`config.mk`:
```
export PLATFORM = sky130hd
export DESIGN_NAME = sram_rr_arbiter
export DESIGN_NICKNAME = d
export VERILOG_FILES = /design/src/rtl/sram_arb_pkg.sv /design/src/rtl/rr_pick.sv /design/src/rtl/sram_rr_arbiter.sv
export SDC_FILE = /design/constraint.sdc
export NUM_CORES = 1
export LEC_CHECK = 0
export BUFFER_PORTS_ARGS = -buffer_cell sky130_fd_sc_hd__buf_4
export CORE_MARGIN = 3
export CORE_UTILIZATION = 30
export DETAILED_ROUTE_END_ITERATION = 8
export HOLD_SLACK_MARGIN = 0.06
export PLACE_DENSITY = 0.72
export SETUP_SLACK_MARGIN = 0.15
export SKIP_CTS_REPAIR_TIMING = 1
export SKIP_LAST_GASP = 1
export SYNTH_ARGS = -nofsm -noshare
export SYNTH_HDL_FRONTEND = slang
export SYNTH_HIERARCHICAL = 1
export SYNTH_SLANG_ARGS = --single-unit
```
`constraint.sdc`:
```
create_clock -name clk -period 4.4 [get_ports clk]
set_clock_uncertainty 0.15 [all_clocks]
set_input_delay 0.22 -clock clk [delete_from_list [all_inputs] [get_ports clk]]
set_output_delay 0.22 -clock clk [all_outputs]
set_load 0.05 [all_outputs]
```
`src/rtl/sram_arb_pkg.sv`:
```
// sram_arb_pkg: shared state type and width helpers for sram_rr_arbiter.
// Imported by the arbiter top and its round-robin picker.
package sram_arb_pkg;

    typedef enum logic [0:0] {
        ST_INIT,
        ST_RUN
    } state_e;

    localparam int DEF_WIDTH = 8;
    localparam int DEF_DEPTH = 2048;
    localparam int DEF_NREQ  = 4;

    // Index width that never collapses to zero bits.
    function automatic int idx_w(input int n);
        return (n > 1) ? $clog2(n) : 1;
    endfunction

endpackage

```
`src/rtl/rr_pick.sv`:
```
// rr_pick: combinational round-robin priority encoder.
// Scans i_req upward from i_ptr with wrap-around; lowest offset wins.
module rr_pick
    import sram_arb_pkg::*;
#(
    parameter int NREQ = DEF_NREQ,
    parameter int IW   = idx_w(NREQ)
) (
    input  logic [NREQ-1:0] i_req,
    input  logic [IW-1:0]   i_ptr,
    output logic [NREQ-1:0] o_gnt,
    output logic [IW-1:0]   o_idx,
    output logic            o_any
);

    logic [IW:0]   w_sum;
    logic [IW-1:0] w_sel;

    // Walk from the farthest offset down so the nearest hit is kept.
    always_comb begin
        o_gnt = '0;
        o_idx = '0;
        o_any = 1'b0;
        w_sum = '0;
        w_sel = '0;
        for (int k = NREQ - 1; k >= 0; k--) begin
            w_sum = {1'b0, i_ptr} + (IW + 1)'(k);
            if (w_sum >= (IW + 1)'(NREQ)) begin
                w_sum = w_sum - (IW + 1)'(NREQ);
            end
            w_sel = w_sum[IW-1:0];
            if (i_req[w_sel]) begin
                o_idx = w_sel;
                o_any = 1'b1;
            end
        end
        if (o_any) begin
            o_gnt[o_idx] = 1'b1;
        end
    end

endmodule

```
`src/rtl/sram_rr_arbiter.sv`:
```
// sram_rr_arbiter: round-robin sharing of one single-port SRAM by NREQ requesters.
// Define SRAM_ARB_INIT_CLEAR_EN to build the post-reset zeroing sweep (INIT).
module sram_rr_arbiter
    import sram_arb_pkg::*;
#(
    parameter int  WIDTH = DEF_WIDTH,
    parameter int  DEPTH = DEF_DEPTH,
    parameter int  NREQ  = DEF_NREQ,
    localparam int AW    = idx_w(DEPTH),
    localparam int IW    = idx_w(NREQ)
) (
    input  logic                  clk,
    input  logic                  rst_n,
    input  logic [NREQ-1:0]       req_valid,
    output logic [NREQ-1:0]       req_ready,
    input  logic [NREQ-1:0]       req_we,
    input  logic [NREQ*AW-1:0]    req_addr,
    input  logic [NREQ*WIDTH-1:0] req_wdata,
    output logic                  rsp_valid,
    output logic [IW-1:0]         rsp_id,
    output logic [WIDTH-1:0]      rsp_rdata,
    output logic [AW-1:0]         sram_addr,
    output logic                  sram_rd_o_wr,
    output logic [WIDTH-1:0]      sram_wdata,
    input  logic [WIDTH-1:0]      sram_rdata,
    output logic                  init_done
);

    logic [NREQ-1:0] w_gnt;
    logic [IW-1:0]   w_idx;
    logic            w_any;
    logic            w_init;
    logic            w_run;
    logic            w_xfer;
    logic            w_rd;
    logic [IW-1:0]   w_ptr_nxt;
    logic [AW-1:0]   w_clr_addr;

    logic [IW-1:0]   r_ptr;
    logic            r_rsp_valid;
    logic [IW-1:0]   r_rsp_id;

`ifdef SRAM_ARB_INIT_CLEAR_EN
    state_e        r_state;
    state_e        w_state_nxt;
    logic [AW-1:0] r_clr;

    always_ff @(posedge clk) begin
        if (!rst_n) begin
            r_state <= ST_INIT;
            r_clr   <= '0;
        end else begin
            r_state <= w_state_nxt;
            if (r_state == ST_INIT) begin
                r_clr <= r_clr + 1'b1;
            end
        end
    end

    always_comb begin
        w_state_nxt = r_state;
        if (r_state == ST_INIT && r_clr == AW'(DEPTH - 1)) begin
            w_state_nxt = ST_RUN;
        end
    end

    assign w_init     = rst_n && (r_state == ST_INIT);
    assign w_run      = rst_n && (r_state == ST_RUN);
    assign w_clr_addr = r_clr;
    assign init_done  = rst_n && (r_state == ST_RUN);
`else
    assign w_init     = 1'b0;
    assign w_run      = rst_n;
    assign w_clr_addr = '0;
    assign init_done  = 1'b1;
`endif

    rr_pick #(
        .NREQ (NREQ),
        .IW   (IW)
    ) u_pick (
        .i_req (req_valid),
        .i_ptr (r_ptr),
        .o_gnt (w_gnt),
        .o_idx (w_idx),
        .o_any (w_any)
    );

    assign w_xfer    = w_run && w_any;
    assign w_rd      = w_xfer && !req_we[w_idx];
    assign w_ptr_nxt = (w_idx == IW'(NREQ - 1)) ? '0 : w_idx + 1'b1;

    // Outputs are gated by rst_n so the port is quiet during reset.
    always_comb begin
        req_ready    = '0;
        sram_addr    = '0;
        sram_rd_o_wr = 1'b0;
        sram_wdata   = '0;
        if (w_init) begin
            sram_addr    = w_clr_addr;
            sram_rd_o_wr = 1'b1;
        end else if (w_xfer) begin
            req_ready    = w_gnt;
            sram_addr    = req_addr[w_idx*AW +: AW];
            sram_rd_o_wr = req_we[w_idx];
            sram_wdata   = req_wdata[w_idx*WIDTH +: WIDTH];
        end
    end

    always_ff @(posedge clk) begin
        if (!rst_n) begin
            r_ptr       <= '0;
            r_rsp_valid <= 1'b0;
            r_rsp_id    <= '0;
        end else begin
            r_rsp_valid <= w_rd;
            if (w_xfer) begin
                r_ptr <= w_ptr_nxt;
            end
            if (w_rd) begin
                r_rsp_id <= w_idx;
            end
        end
    end

    assign rsp_valid = r_rsp_valid && rst_n;
    assign rsp_id    = r_rsp_id;
    assign rsp_rdata = sram_rdata;

endmodule
```
==> impl_metrics.csv <==
group,metric,value,unit
grt,grt_max_degree,22,
logic_synthesis,synth_common_cells,"nor2b_1, mux4_2, buf_4",
sta,hold_violations,0,
clock_network,cts_tree,"done",
sta,max_slew_margin,0.460,
die,rows,22,
worst_hold_path,hp-class,"in -> reg",
logic_synthesis,ys_types,28,
place,place_congestion,0.825,
outcome,outcome,"completed",
worst_setup_path,worstSetupEndpointType,"primary output",
sta,layout_setup_ws,1070,ps
worst_setup_path,cp_num_buf_inv,2,
clock_network,cts.sinks,5,
logic_synthesis,synth_area_leaders,"mux4_2, nor2b_1, dfxtp_1, buf_4, mux2i_1",
route,dr.first_iter.drc_count,67,
grt,antenna_found_initial,0,
logic_synthesis,synth_flop_cell,"dfxtp_1",
die,die-area,0.00471,mm^2
worst_setup_path,critPathTopFamily,"compound AO/OA/AOI/OAI gates",
logic_synthesis,synthMostInstantiatedCell,"nor2b_1",
grt,grt_pass1_wl,5260,um
route,dr_total_vias,1324,
route,routed_wl,4270,um
place,place_ws,1250,ps
clock_network,path_clk_slew,40,ps
worst_setup_path,cpPeakStageDelay,670,ps
finish,n_antenna_cell,0,
route,drc,0,
power,vdd_ir_drop_max,123,uV
die,die_y,68.6,um
logic_synthesis,yosysTopAreaCell,"mux4_2",
grt,grt-ovfl-total,0,
logic_synthesis,yosysWarnings,6,
worst_setup_path,cpMaxStageDelayCell,"a31oi_4",
grt,grt_pass1_vias,1056,
route,wl_per_cell,16.2,um
worst_setup_path,required,4030,ps
sta,finalSetupTns,0,ps
logic_synthesis,syn-num-nets,214,
finish,synthToLayoutAreaGrowth,68.7,%
route,via_per_inst,5.03,
logic_synthesis,ys_seq_elements,5,
worst_setup_path,cp_cell_sequence,"mux2i_1 > o22ai_1 > a31oi_4 > buf_4 > mux4_2 > nor2b_1 > buf_4",
place,io_buffer_count,112,
logic_synthesis,synth-edff-count,0,
logic_synthesis,yosys.area.top_type_share,0.383,
die,die_w,68.6,um
clock_network,clk_path_buf_depth,2,
finish,layout-drive-gt1-share,0.656,
logic_synthesis,ys_seq_area_frac,0.0851,
sta,post-route-period-util,0.757,
power,p_per_area,297,mW/mm^2
worst_setup_path,cp-start-kind,"flop",
finish,finalNetCount,311,
grt,grt_use_total,0.150,
worst_setup_path,criticalPathCategory,"reg -> out",
run,drv_cap,0,
logic_synthesis,ys_async_sr_fraction,0,
clock_network,numCtsBuffers,3,
die,core-area,0.00372,mm^2
power,p_leak,0.953,nW
clock_network,h-tree-depth,1,
clock_network,clk_latency,220,ps
place,hpwl,3650,um
die,io_pins,130,
sta,tightest_slew,810,ps
clock_network,cts_root_buffer,"clkbuf_8",
sta,setup_viol,0,
sta,rsz0062_at_grt,"false",
route,postRouteAntennaNets,0,
route,drt_pass1_iterations,4,
power,total_power,0.000589,W
logic_synthesis,netlist_instances,119,
logic_synthesis,netlist_area,0.00118,mm^2
sta,max_clock_freq,0.300,GHz
worst_setup_path,cp_max_fo,19,
worst_setup_path,crit_top_cell,"buf_4",
sta,slew_violations,0,
sta,period_needed,3330,ps
worst_setup_path,crit_arrival,2960,ps
logic_synthesis,synth.avg_cell_area,9.88,um^2
die,initial_core_util,0.316,
-- sequential cells by signal (all words and copies together) (netlist names) --
signal / flops
r_ptr: 2
r_rsp_valid: 1
rsp_id: 2
-- metrics by stage --
step                 util  instances  area [um^2]  hold WS (ps)
floorplan               -        119         1180           198
global placement    0.522        259         1940           290
detailed placement  0.522        259         1940           290
CTS                 0.534        263         1980           156
global route        0.534        263         1980           181
finish              0.534        263         1980           152
-- area by class of cell --
| class | count | area [um^2] |
|---|---|---|
| Fill cell | 361 | 1730 |
| Multi-Input combinational cell | 86 | 901 |
| Timing Repair Buffer | 114 | 856 |
| Sequential cell | 5 | 100 |
| Tap cell | 48 | 60.1 |
| Clock buffer | 4 | 45.0 |
| Inverter | 6 | 22.5 |
-- metal layers --
layer / GRT usage / wire (um) / up-vias
li1: - / - / 625
met1: 0.193 / 1610 / 636
met2: 0.251 / 2210 / 61
met3: 0.0292 / 422 / 2
met4: 0.0447 / 19 / 0
met5: 0 / 0 / -
-- worst paths after layout --
check | slack, ps | depth (start not counted) | from | end
worst min register to register | 310 | 2 | rsp_id[1] | rsp_id[1]
worst max-delay path | 1070 | 7 | r_ptr[1] | sram_addr[0]
worst max register to register | 1680 | 6 | r_ptr[1] | rsp_id[1]
worst min-delay path | 150 | 2 | rst_n | r_ptr[1]
-- power by group --
group	switching (W)	internal [W]	total, W
Combinational	0.000230	0.000210	0.000440
Sequential	0.0000110	0.0000532	0.0000643
Clock	0.0000230	0.0000622	0.0000852
Total	0.000264	0.000325	0.000589
-- kinds of logic after synthesis --
logic type | after synthesis | synth area share
other cells | 1 | 0.00319
buf+inv | 28 | 0.162
fa+ha+maj | 1 | 0.0106
compound gates | 20 | 0.116
mux | 26 | 0.434
flops | 5 | 0.0851
simple gates | 38 | 0.189
-- cell usage in the layout (no fill, tap or decap), drive strengths merged --
master / netlist / routed
ha: 1 / 1
o2bb2ai: 1 / 1
and2: 2 / 2
dfxtp: 5 / 5
buf: 19 / 114
a21boi: 2 / 2
a311oi: 1 / 1
inv: 6 / 6
a31oi: 1 / 1
o21ai: 5 / 5
a21oi: 5 / 5
a22o: 1 / 1
mux4: 20 / 20
and3: 4 / 4
o22ai: 1 / 1
conb: 1 / 1
nand2: 3 / 3
o2bb2a: 1 / 1
o221a: 2 / 2
nor2b: 23 / 23
mux2i: 6 / 6
nor2: 6 / 6
clkbuf: 3 / 4
Note: power is estimated with default switching activity, not from simulation.
